--- src/rtl/systolic_drain_pkg.sv ---
// Shared constants and row type for the systolic array output drain.
package systolic_drain_pkg;

    localparam int N           = 3;
    localparam int DATA_W_DFLT = 16;

    typedef struct packed {
        logic [DATA_W_DFLT-1:0] c1;
        logic [DATA_W_DFLT-1:0] c2;
        logic [DATA_W_DFLT-1:0] c3;
    } row_t;

endpackage

--- src/rtl/row_fifo.sv ---
// Generic synchronous FIFO, DEPTH entries of WIDTH bits, head driven from storage.
// Latency: a push is visible at the head one cycle later; no bypass.
// Backpressure: push is refused when full unless a pop frees the slot in the same cycle.
module row_fifo #(
    parameter int WIDTH = 48,
    parameter int DEPTH = 4
) (
    input  logic             clk,
    input  logic             rst,
    input  logic             push,
    input  logic             pop,
    input  logic [WIDTH-1:0] din,
    output logic [WIDTH-1:0] dout,
    output logic             full,
    output logic             empty
);

    localparam int AW = $clog2(DEPTH);

    logic [AW:0]      wr_ptr;
    logic [AW:0]      rd_ptr;
    logic [WIDTH-1:0] mem [DEPTH];
    logic             do_push;
    logic             do_pop;

    // Extra pointer MSB distinguishes full from empty when the index bits match.
    assign empty   = (wr_ptr == rd_ptr);
    assign full    = (wr_ptr[AW] != rd_ptr[AW]) && (wr_ptr[AW-1:0] == rd_ptr[AW-1:0]);
    assign do_pop  = pop && !empty;
    assign do_push = push && (!full || do_pop);
    assign dout    = mem[rd_ptr[AW-1:0]];

    always_ff @(posedge clk) begin
        if (rst) begin
            wr_ptr <= '0;
            rd_ptr <= '0;
            for (int i = 0; i < DEPTH; i++) begin
                mem[i] <= '0;
            end
        end else begin
            if (do_push) begin
                mem[wr_ptr[AW-1:0]] <= din;
                wr_ptr              <= wr_ptr + (AW+1)'(1);
            end
            if (do_pop) begin
                rd_ptr <= rd_ptr + (AW+1)'(1);
            end
        end
    end

endmodule

--- src/rtl/systolic_drain.sv ---
// De-skews the array's bottom-row column streams into aligned rows, buffered for a valid/ready sink.
// Latency: in_valid at t gives out_valid at t+3 with the FIFO empty.
// Backpressure: out_ready low holds the head row; a row completing into a full FIFO is dropped and flags overflow.
module systolic_drain
    import systolic_drain_pkg::*;
#(
    parameter int DATA_W = DATA_W_DFLT,
    parameter int DEPTH  = 4,
    parameter int CNT_W  = 8
) (
    input  logic              clk,
    input  logic              rst,
    input  logic              start,
    input  logic [CNT_W-1:0]  num_rows,
    input  logic              in_valid,
    input  logic [DATA_W-1:0] in_col1,
    input  logic [DATA_W-1:0] in_col2,
    input  logic [DATA_W-1:0] in_col3,
    output logic              out_valid,
    input  logic              out_ready,
    output logic [DATA_W-1:0] out_row0,
    output logic [DATA_W-1:0] out_row1,
    output logic [DATA_W-1:0] out_row2,
    output logic [CNT_W-1:0]  rows_out,
    output logic              done,
    output logic              overflow
);

    localparam int ROW_W = N * DATA_W;

    logic [DATA_W-1:0] c1_d1;
    logic [DATA_W-1:0] c1_d2;
    logic [DATA_W-1:0] c2_d1;
    logic              vld_d1;
    logic              vld_d2;
    logic [ROW_W-1:0]  wr_row;
    logic [ROW_W-1:0]  head_row;
    logic              fifo_full;
    logic              fifo_empty;
    logic              pop;
    logic              drop;
    logic [CNT_W-1:0]  num_lat;
    logic [CNT_W-1:0]  num_nxt;
    logic [CNT_W-1:0]  rows_nxt;
    logic              done_nxt;
    logic              ovf_nxt;

    // Column 1 waits two cycles and column 2 one cycle so all three line up with in_col3.
    always_ff @(posedge clk) begin
        if (rst) begin
            c1_d1  <= '0;
            c1_d2  <= '0;
            c2_d1  <= '0;
            vld_d1 <= 1'b0;
            vld_d2 <= 1'b0;
        end else begin
            c1_d1  <= in_col1;
            c1_d2  <= c1_d1;
            c2_d1  <= in_col2;
            vld_d1 <= in_valid;
            vld_d2 <= vld_d1;
        end
    end

    assign wr_row = {c1_d2, c2_d1, in_col3};
    assign pop    = out_valid && out_ready;
    assign drop   = vld_d2 && fifo_full && !pop;

    row_fifo #(
        .WIDTH (ROW_W),
        .DEPTH (DEPTH)
    ) u_row_fifo (
        .clk   (clk),
        .rst   (rst),
        .push  (vld_d2),
        .pop   (pop),
        .din   (wr_row),
        .dout  (head_row),
        .full  (fifo_full),
        .empty (fifo_empty)
    );

    assign out_valid                      = !fifo_empty;
    assign {out_row0, out_row1, out_row2} = head_row;

    // start restarts the job counters but a pop in the same cycle already counts toward it.
    always_comb begin
        num_nxt  = start ? num_rows : num_lat;
        rows_nxt = start ? '0 : rows_out;
        done_nxt = start ? 1'b0 : done;
        ovf_nxt  = (start ? 1'b0 : overflow) | drop;
        if (pop && !(&rows_nxt)) begin
            rows_nxt = rows_nxt + CNT_W'(1);
        end
        if (pop && (rows_nxt == num_nxt) && (num_nxt != '0)) begin
            done_nxt = 1'b1;
        end
    end

    always_ff @(posedge clk) begin
        if (rst) begin
            num_lat  <= '0;
            rows_out <= '0;
            done     <= 1'b0;
            overflow <= 1'b0;
        end else begin
            num_lat  <= num_nxt;
            rows_out <= rows_nxt;
            done     <= done_nxt;
            overflow <= ovf_nxt;
        end
    end

endmodule

--- config.mk ---
export PLATFORM = sky130hd
export DESIGN_NAME = systolic_drain
export DESIGN_NICKNAME = d
export VERILOG_FILES = /design/src/rtl/systolic_drain_pkg.sv /design/src/rtl/row_fifo.sv /design/src/rtl/systolic_drain.sv
export SDC_FILE = /design/constraint.sdc
export NUM_CORES = 1
export LEC_CHECK = 0
export CELL_PAD_IN_SITES_DETAIL_PLACEMENT = 0
export CELL_PAD_IN_SITES_GLOBAL_PLACEMENT = 1
export CORE_MARGIN = 2
export CORE_UTILIZATION = 47
export DETAILED_ROUTE_END_ITERATION = 8
export PLACE_DENSITY_LB_ADDON = 0.3
export SLEW_MARGIN = 15
export SYNTH_ARGS = -nofsm -noshare
export SYNTH_HDL_FRONTEND = slang
export SYNTH_SLANG_ARGS = --single-unit
export TNS_END_PERCENT = 10
--- constraint.sdc ---
create_clock -name clk -period 4.8 [get_ports clk]
set_input_delay 0.72 -clock clk [delete_from_list [all_inputs] [get_ports clk]]
set_output_delay 0.72 -clock clk [all_outputs]
set_load 0.01 [all_outputs]
==> results by group, run 1 <==
STA
  – Worst-Margin Slew: 1.03 ns
  – Setup Skew: 0.0102 ns
  – Fin. Hold Viols: 0
  – Worst hold slack: 0.438 ns
  – Final Cycle Share: 0.718
  – Final setup fails: 0
  – RSZ-0062 raised after global routing: false
  – Min Tclk post-route: 3.45 ns
  – Relative slew slack: 0.314
  – Final max-slew violation count: 0
  – Setup TNS: 0 ns
  – Max Clk Rate: 290 MHz

Floorplanning
  – Starting Density: 0.476
  – IO Count: 120
  – Die span in x: 157 µm
  – Full die area: 24800 µm²
  – Die Ht: 157 µm
  – Rows: 56
  – Core ar.: 23300 µm²

Route
  – Wirelength per Cell: 19.1 µm
  – DRT antenna net count: 0
  – Routed vias/inst: 5.07
  – Total number of vias: 6091
  – Router iterations before antenna repair: 4
  – Routed wire length: 22900 µm
  – # DRC: 0
  – Number of DRC markers in iteration 0: 351

Clock tree
  – Worst-path clk slew: 0.06 ns
  – Num CTS Buffers: 28
  – Sink Count: 268
  – H-tree depth: 1
  – Postcts setup bufs: 0
  – Clock root buffer: clkbuf_16
  – Worst skew pair latency: 0.53 ns
  – Hold Buf Count CTS: 0
  – Post-CTS resize count: 0
  – Clock Tree Buf Depth: 3
  – CTS tree: yes

Global route
  – Vias in the first global route: 6594
  – Global-route wire length before repair: 35800 µm
  – Grt total ovfl: 0
  – Total GRT Usage: 0.190
  – Initial antenna violation count: 0
  – Largest net degree at the start of global routing: 74

Logic synthesis
  – Post-synth EDFFs: 192
  – Post-synth top flop: edfxtp_1
  – Mapped cell area: 11100 µm²
  – FF+latch count, synth: 268
  – Synth top area share: 0.521
  – Async S/R FF share, synth: 0
  – Register area share after synthesis: 0.658
  – Mapped Cells: 742
  – Ranking of synthesized cells by area: edfxtp_1, dfxtp_1, and2_1, mux4_2, nor2b_1
  – Synth warn: 0
  – Average size of a mapped cell: 14.9 µm²
  – Area leader, netlist: edfxtp_1
  – Synthesized Nets: 806
  – Synth unique cells: 51

Cells and area
  – Commonest cells after routing, fill and taps aside: and2_1, edfxtp_1, clkdlybuf4s50_1, dfxtp_1, nor2b_1
  – Commonest non-fill, non-tap cell in the layout: and2_1
  – # fillers: 1869
  – Diode count: 0
  – Area occupied by multi-input gates: 3630 µm²
  – Seq. cell area: 7290 µm²
  – Nets@finish: 924
  – Share of cells above drive strength 1: 0.133
  – Area grow syn2layout: 22.1%

Worst hold path
  – Hold Crit Start: c1_d1[2]
  – Cell count of the worst hold path: 1
  – Min-Delay Path Class: register to register

Pwr
  – Leak: 4.85 nW
  – PwrDens: 380 nW/µm²
  – Worst VDD drop: 201 µV

Placed design
  – Port bufs: 119
  – Dpl hpwl: 13600 µm
  – Routability cong.: 0.870

Critical path
  – Worst R2R Start: u_row_fifo.wr_ptr[0]
  – Crit path capture: out_row1[8]
  – CP Capture Type: output pin
  – Reg2reg setup slack: 1.81 ns
  – Critical Path Start Type: register
  – Reg2reg path depth: 7
  – Worst Path Max Fanout: 48
  – Required @ worst endpoint: 4.08 ns
  – WP data arrival: 2.73 ns
  – Reg2Reg Capture Point: u_row_fifo.mem[0][42]
  – CP Class: register to output pin

Job
  – # Max-Cap Violations: 0

Status
  – Status: finished clean
==> state kept, by name, summed over array words and instances (netlist names), named ones only <==
name	count
u_row_fifo.mem	192
vld_d1	1
vld_d2	1
rows_out	8
num_lat	8
u_row_fifo.wr_ptr	3
u_row_fifo.rd_ptr	3
c1_d1	16
done	1
c2_d1	16
overflow	1
c1_d2	16
==> worst min path at each step <==
stage	endpoint	slack [ns]
floorplan	c1_d2[0]	0.41
global placement	c1_d2[2]	0.42
detailed placement	c1_d2[2]	0.43
CTS	c1_d2[2]	0.44
global route	c1_d2[2]	0.44
finish	c1_d2[2]	0.44
==> metrics by stage <==
step	setup WS [ns]	utilization	cell area, µm²	cells	power, W
2_1_floorplan	1.22	-	11100	742	0.00289
3_3_place_gp	1.32	0.542	12600	1149	0.00311
3_5_place_dp	1.30	0.542	12600	1149	0.00312
4_1_cts	1.24	0.581	13500	1201	0.00519
5_1_grt	1.14	0.581	13500	1201	0.00533
6_report	1.35	0.581	13500	1201	0.00514
==> report_power, final <==
group | leakage (nW) | internal (W) | switching, W
clock | 0.437 | 0.00125 | 0.000825
combinational | 1.78 | 0.000247 | 0.000181
sequential | 2.63 | 0.00257 | 0.0000700
==> worst max-delay path: stages (launching register included) <==
cell             delay, ns
dfxtp_4               1.04
mux4_2                0.65
clkdlybuf4s50_1       0.50
==> kinds of logic after synthesis <==
group / after synthesis / synth area share
multiplexers: 57 / 0.106
flip-flops: 268 / 0.658
adder cells (fa/ha/maj): 3 / 0.00339
AND/OR/NAND/NOR: 319 / 0.174
buffers and inverters: 47 / 0.0175
XOR/XNOR: 23 / 0.0228
AO/OA/AOI/OAI: 25 / 0.0184
==> final cells by class <==
class,count,area share
Clock buffer,47,0.0631
Clock inverter,5,0.00342
Inverter,5,0.00139
Multi-Input combinational cell,427,0.268
Sequential cell,268,0.539
Tap cell,319,0.0295
Timing Repair Buffer,130,0.0948
==> synth_stat cells (2+ instances only) <==
cell type	number
ha_1	3
nand2_1	13
buf_2	4
nand4_1	2
and2_1	193
nor2b_1	54
clkbuf_1	28
dfxtp_1	76
nand3_1	6
a21oi_1	5
mux4_2	48
buf_4	3
inv_1	5
nor2_1	24
nor4_1	3
edfxtp_1	192
nand4b_1	2
xnor2_2	3
nor3_1	7
buf_1	6
mux2i_1	9
or3_1	3
xnor2_1	13
or2_2	3
o21ai_0	6
xor2_1	5
nor3b_2	2
==> routing by layer <==
| layer | part of all wire | up-vias | wire, µm | track usage |
|---|---|---|---|---|
| li1 | - | 2887 | - | - |
| met3 | 0.046 | 19 | 1060 | 0.0275 |
| met1 | 0.41 | 3056 | 9480 | 0.243 |
| met5 | 0 | - | 0 | 0 |
| met4 | 0.011 | 0 | 242 | 0.0394 |
| met2 | 0.53 | 129 | 12200 | 0.346 |
No activity file was read; power rests on OpenSTA's default activity.
==> run 2: changes to the inputs <==
- clock period: 4.8 -> 3.18 ns (I/O delays scaled with it)
==> run 2 against run 1 <==
- combinational power increased by 63%
- critical path depth grew 1
- core utilization rose by 0.52 points
- largest power group unchanged
- sequential share of layout area decreased by 0.48 points
- first-iteration DRC count increased by 11%
- global-route usage increased by 0.23 points
- highest routed layer unchanged
- cell count up 0.58%
==> results by group, run 2 (synthesized netlist as in run 1, its figures left out) <==
Status
  – Status: finished clean

Clock tree
  – Clock Tree Buf Depth: 3 (unchanged)
  – Postcts setup bufs: 0 (unchanged)
  – Worst skew pair latency: 0.51 ns (-0.02 ns)
  – Clock root buffer: clkbuf_16
  – Num CTS Buffers: 27 (-3.6%)
  – Post-CTS resize count: 0 (unchanged)
  – Hold Buf Count CTS: 0 (unchanged)
  – CTS tree: yes
  – Worst-path clk slew: 0.06 ns (about the same)
  – Sink Count: 268 (unchanged)
  – H-tree depth: 1 (unchanged)

Floorplanning
  – Core ar.: 23300 µm² (unchanged)
  – Full die area: 24800 µm² (unchanged)
  – Die Ht: 157 µm (unchanged)
  – Die span in x: 157 µm (unchanged)
  – Rows: 56 (unchanged)
  – Starting Density: 0.476 (unchanged)
  – IO Count: 120 (unchanged)

Critical path
  – Reg2reg setup slack: 0.48 ns (-1.33 ns)
  – Worst R2R Start: u_row_fifo.wr_ptr[0]
  – Required @ worst endpoint: 2.70 ns (-1.38 ns)
  – CP Class: register to output pin
  – CP Capture Type: output pin
  – Worst path depth: 3 (+1)
  – CP max stage cell: dfxtp_4
  – WP data arrival: 2.53 ns (-0.20 ns)
  – Largest stage delay, worst path: 0.68 ns (-0.36 ns)
  – Worst Path Max Fanout: 24 (-50%)
  – CP cell instances: buf_4 > mux4_2 > clkdlybuf4s50_1
  – Top delay family on crit path: buffers and inverters
  – Reg2reg path depth: 7 (unchanged)
  – Critical Path Start Type: register
  – Worst path buffer plus inverter count: 2 (+1)
  – Reg2Reg Capture Point: u_row_fifo.mem[1][41]

Global route
  – Global-route wire length before repair: 36400 µm (+1.5%)
  – Vias in the first global route: 6589 (-0.076%)
  – Grt total ovfl: 0 (unchanged)
  – Total GRT Usage: 0.193 (+0.00233)
  – Initial antenna violation count: 0 (unchanged)
  – Largest net degree at the start of global routing: 74 (unchanged)

Cells and area
  – # fillers: 1863 (-0.32%)
  – Nets@finish: 933 (+0.97%)
  – Area grow syn2layout: 23.2%
  – Max reg flops: 192 (unchanged)
  – Share of cells above drive strength 1: 0.144 (+0.0113)
  – Commonest cells after routing, fill and taps aside: and2_1, edfxtp_1, clkdlybuf4s50_1, dfxtp_1, nor2b_1
  – Diode count: 0 (unchanged)
  – Commonest non-fill, non-tap cell in the layout: and2_1
  – Largest register by flop count: u_row_fifo.mem
  – Post-layout util: 0.586 (+0.00522)

Worst hold path
  – Cell count of the worst hold path: 2 (+1)
  – Min-Delay Path Class: input port to register
  – Worst Hold End: u_row_fifo.wr_ptr[1]
  – Hold Crit Start: rst

Placed design
  – Routability cong.: 0.841 (-3.4%)
  – Dpl hpwl: 14000 µm (+2.6%)
  – Port bufs: 119 (unchanged)
  – Dpl ws: 0.286 ns (-1.02 ns)

Route
  – Routed vias/inst: 5.12 (+0.91%)
  – DRT antenna net count: 0 (unchanged)
  – Number of DRC markers in iteration 0: 390 (+11%)
  – Total number of vias: 6182 (+1.5%)
  – Routed wire length: 23000 µm (+0.51%)
  – Router iterations before antenna repair: 4 (unchanged)
  – # DRC: 0 (unchanged)
  – Wirelength per Cell: 19.1 µm (about the same)

STA
  – Post-route setup slack: 0.175 ns (-1.18 ns)
  – Fin. Hold Viols: 0 (unchanged)
  – Worst-Margin Slew: 0.833 ns (-0.195 ns)
  – RSZ-0062 raised after global routing: false
  – Final setup fails: 0 (unchanged)
  – Setup Skew: 0.00805 ns (-0.00220 ns)
  – Final Cycle Share: 0.945
  – Relative slew slack: 0.445 (+0.130)
  – Worst hold slack: 0.299 ns (-0.138 ns)
  – Final max-slew violation count: 0 (unchanged)
  – Min Tclk post-route: 3.00 ns
  – Setup TNS: 0 ns (unchanged)
  – Max Clk Rate: 333 MHz

Pwr
  – PwrDens: 581 nW/µm² (+53%)
  – Worst VDD drop: 457 µV (+130%)
  – Leak: 4.92 nW (+1.5%)
  – Total power: 0.00793 W (+54%)

Job
  – # Max-Cap Violations: 0 (unchanged)
## run 2: cell types whose count changed in the layout (fill, tap and decap cells not counted)
cell	previous run	this run
clkbuf_8	6	7
clkinv_2	1	0
clkbuf_16	29	27
buf_4	10	19
buf_12	1	2
clkbuf_1	12	8
bufinv_16	1	4
## run 2: where the power goes
group	switching (W)	total, W	internal, W
clock	0.00123	0.00328	0.00204
sequential	0.0000795	0.00395	0.00387
combinational	0.000309	0.000698	0.000389
total	0.00162	0.00793	0.00630
## run 2: worst max path at each step
| stage | start | to | slack [ns] |
|---|---|---|---|
| after floorplan | u_row_fifo.wr_ptr[0] | u_row_fifo.mem[0][0] | 0.59 |
| after global placement | start | done | 0.32 |
| after detailed placement | start | done | 0.29 |
| after CTS | register | out_row1[7] | 0.1 |
| after global routing | register | out_row1[10] | 0.03 |
| final | register | out_row1[7] | 0.18 |
## run 2: stage by stage
| stage | cells | instance area (µm²) |
|---|---|---|
| after CTS | 1208 | 13600 |
| after global placement | 1159 | 12700 |
| after floorplan | 742 | 11100 |
| final | 1208 | 13600 |
| after detailed placement | 1159 | 12700 |
| after global routing | 1208 | 13600 |
## run 2: cell type report
| cell class | count | area, µm² | area share |
|---|---|---|---|
| inverters | 5 | 18.8 | 0.00138 |
| flip-flops and latches | 268 | 7290 | 0.535 |
| clock inverters | 7 | 131 | 0.00963 |
| well taps | 319 | 399 | 0.0293 |
| multi-input cells | 427 | 3630 | 0.266 |
| repair buffers | 140 | 1370 | 0.100 |
| clock buffers | 42 | 802 | 0.0588 |
## run 2: routing by layer
metal	vias up	GRT usage	share of wire
li1	2914	-	-
met1	3094	0.252	0.43
met2	147	0.340	0.51
met3	27	0.0278	0.041
met4	0	0.0472	0.015
met5	-	0	0
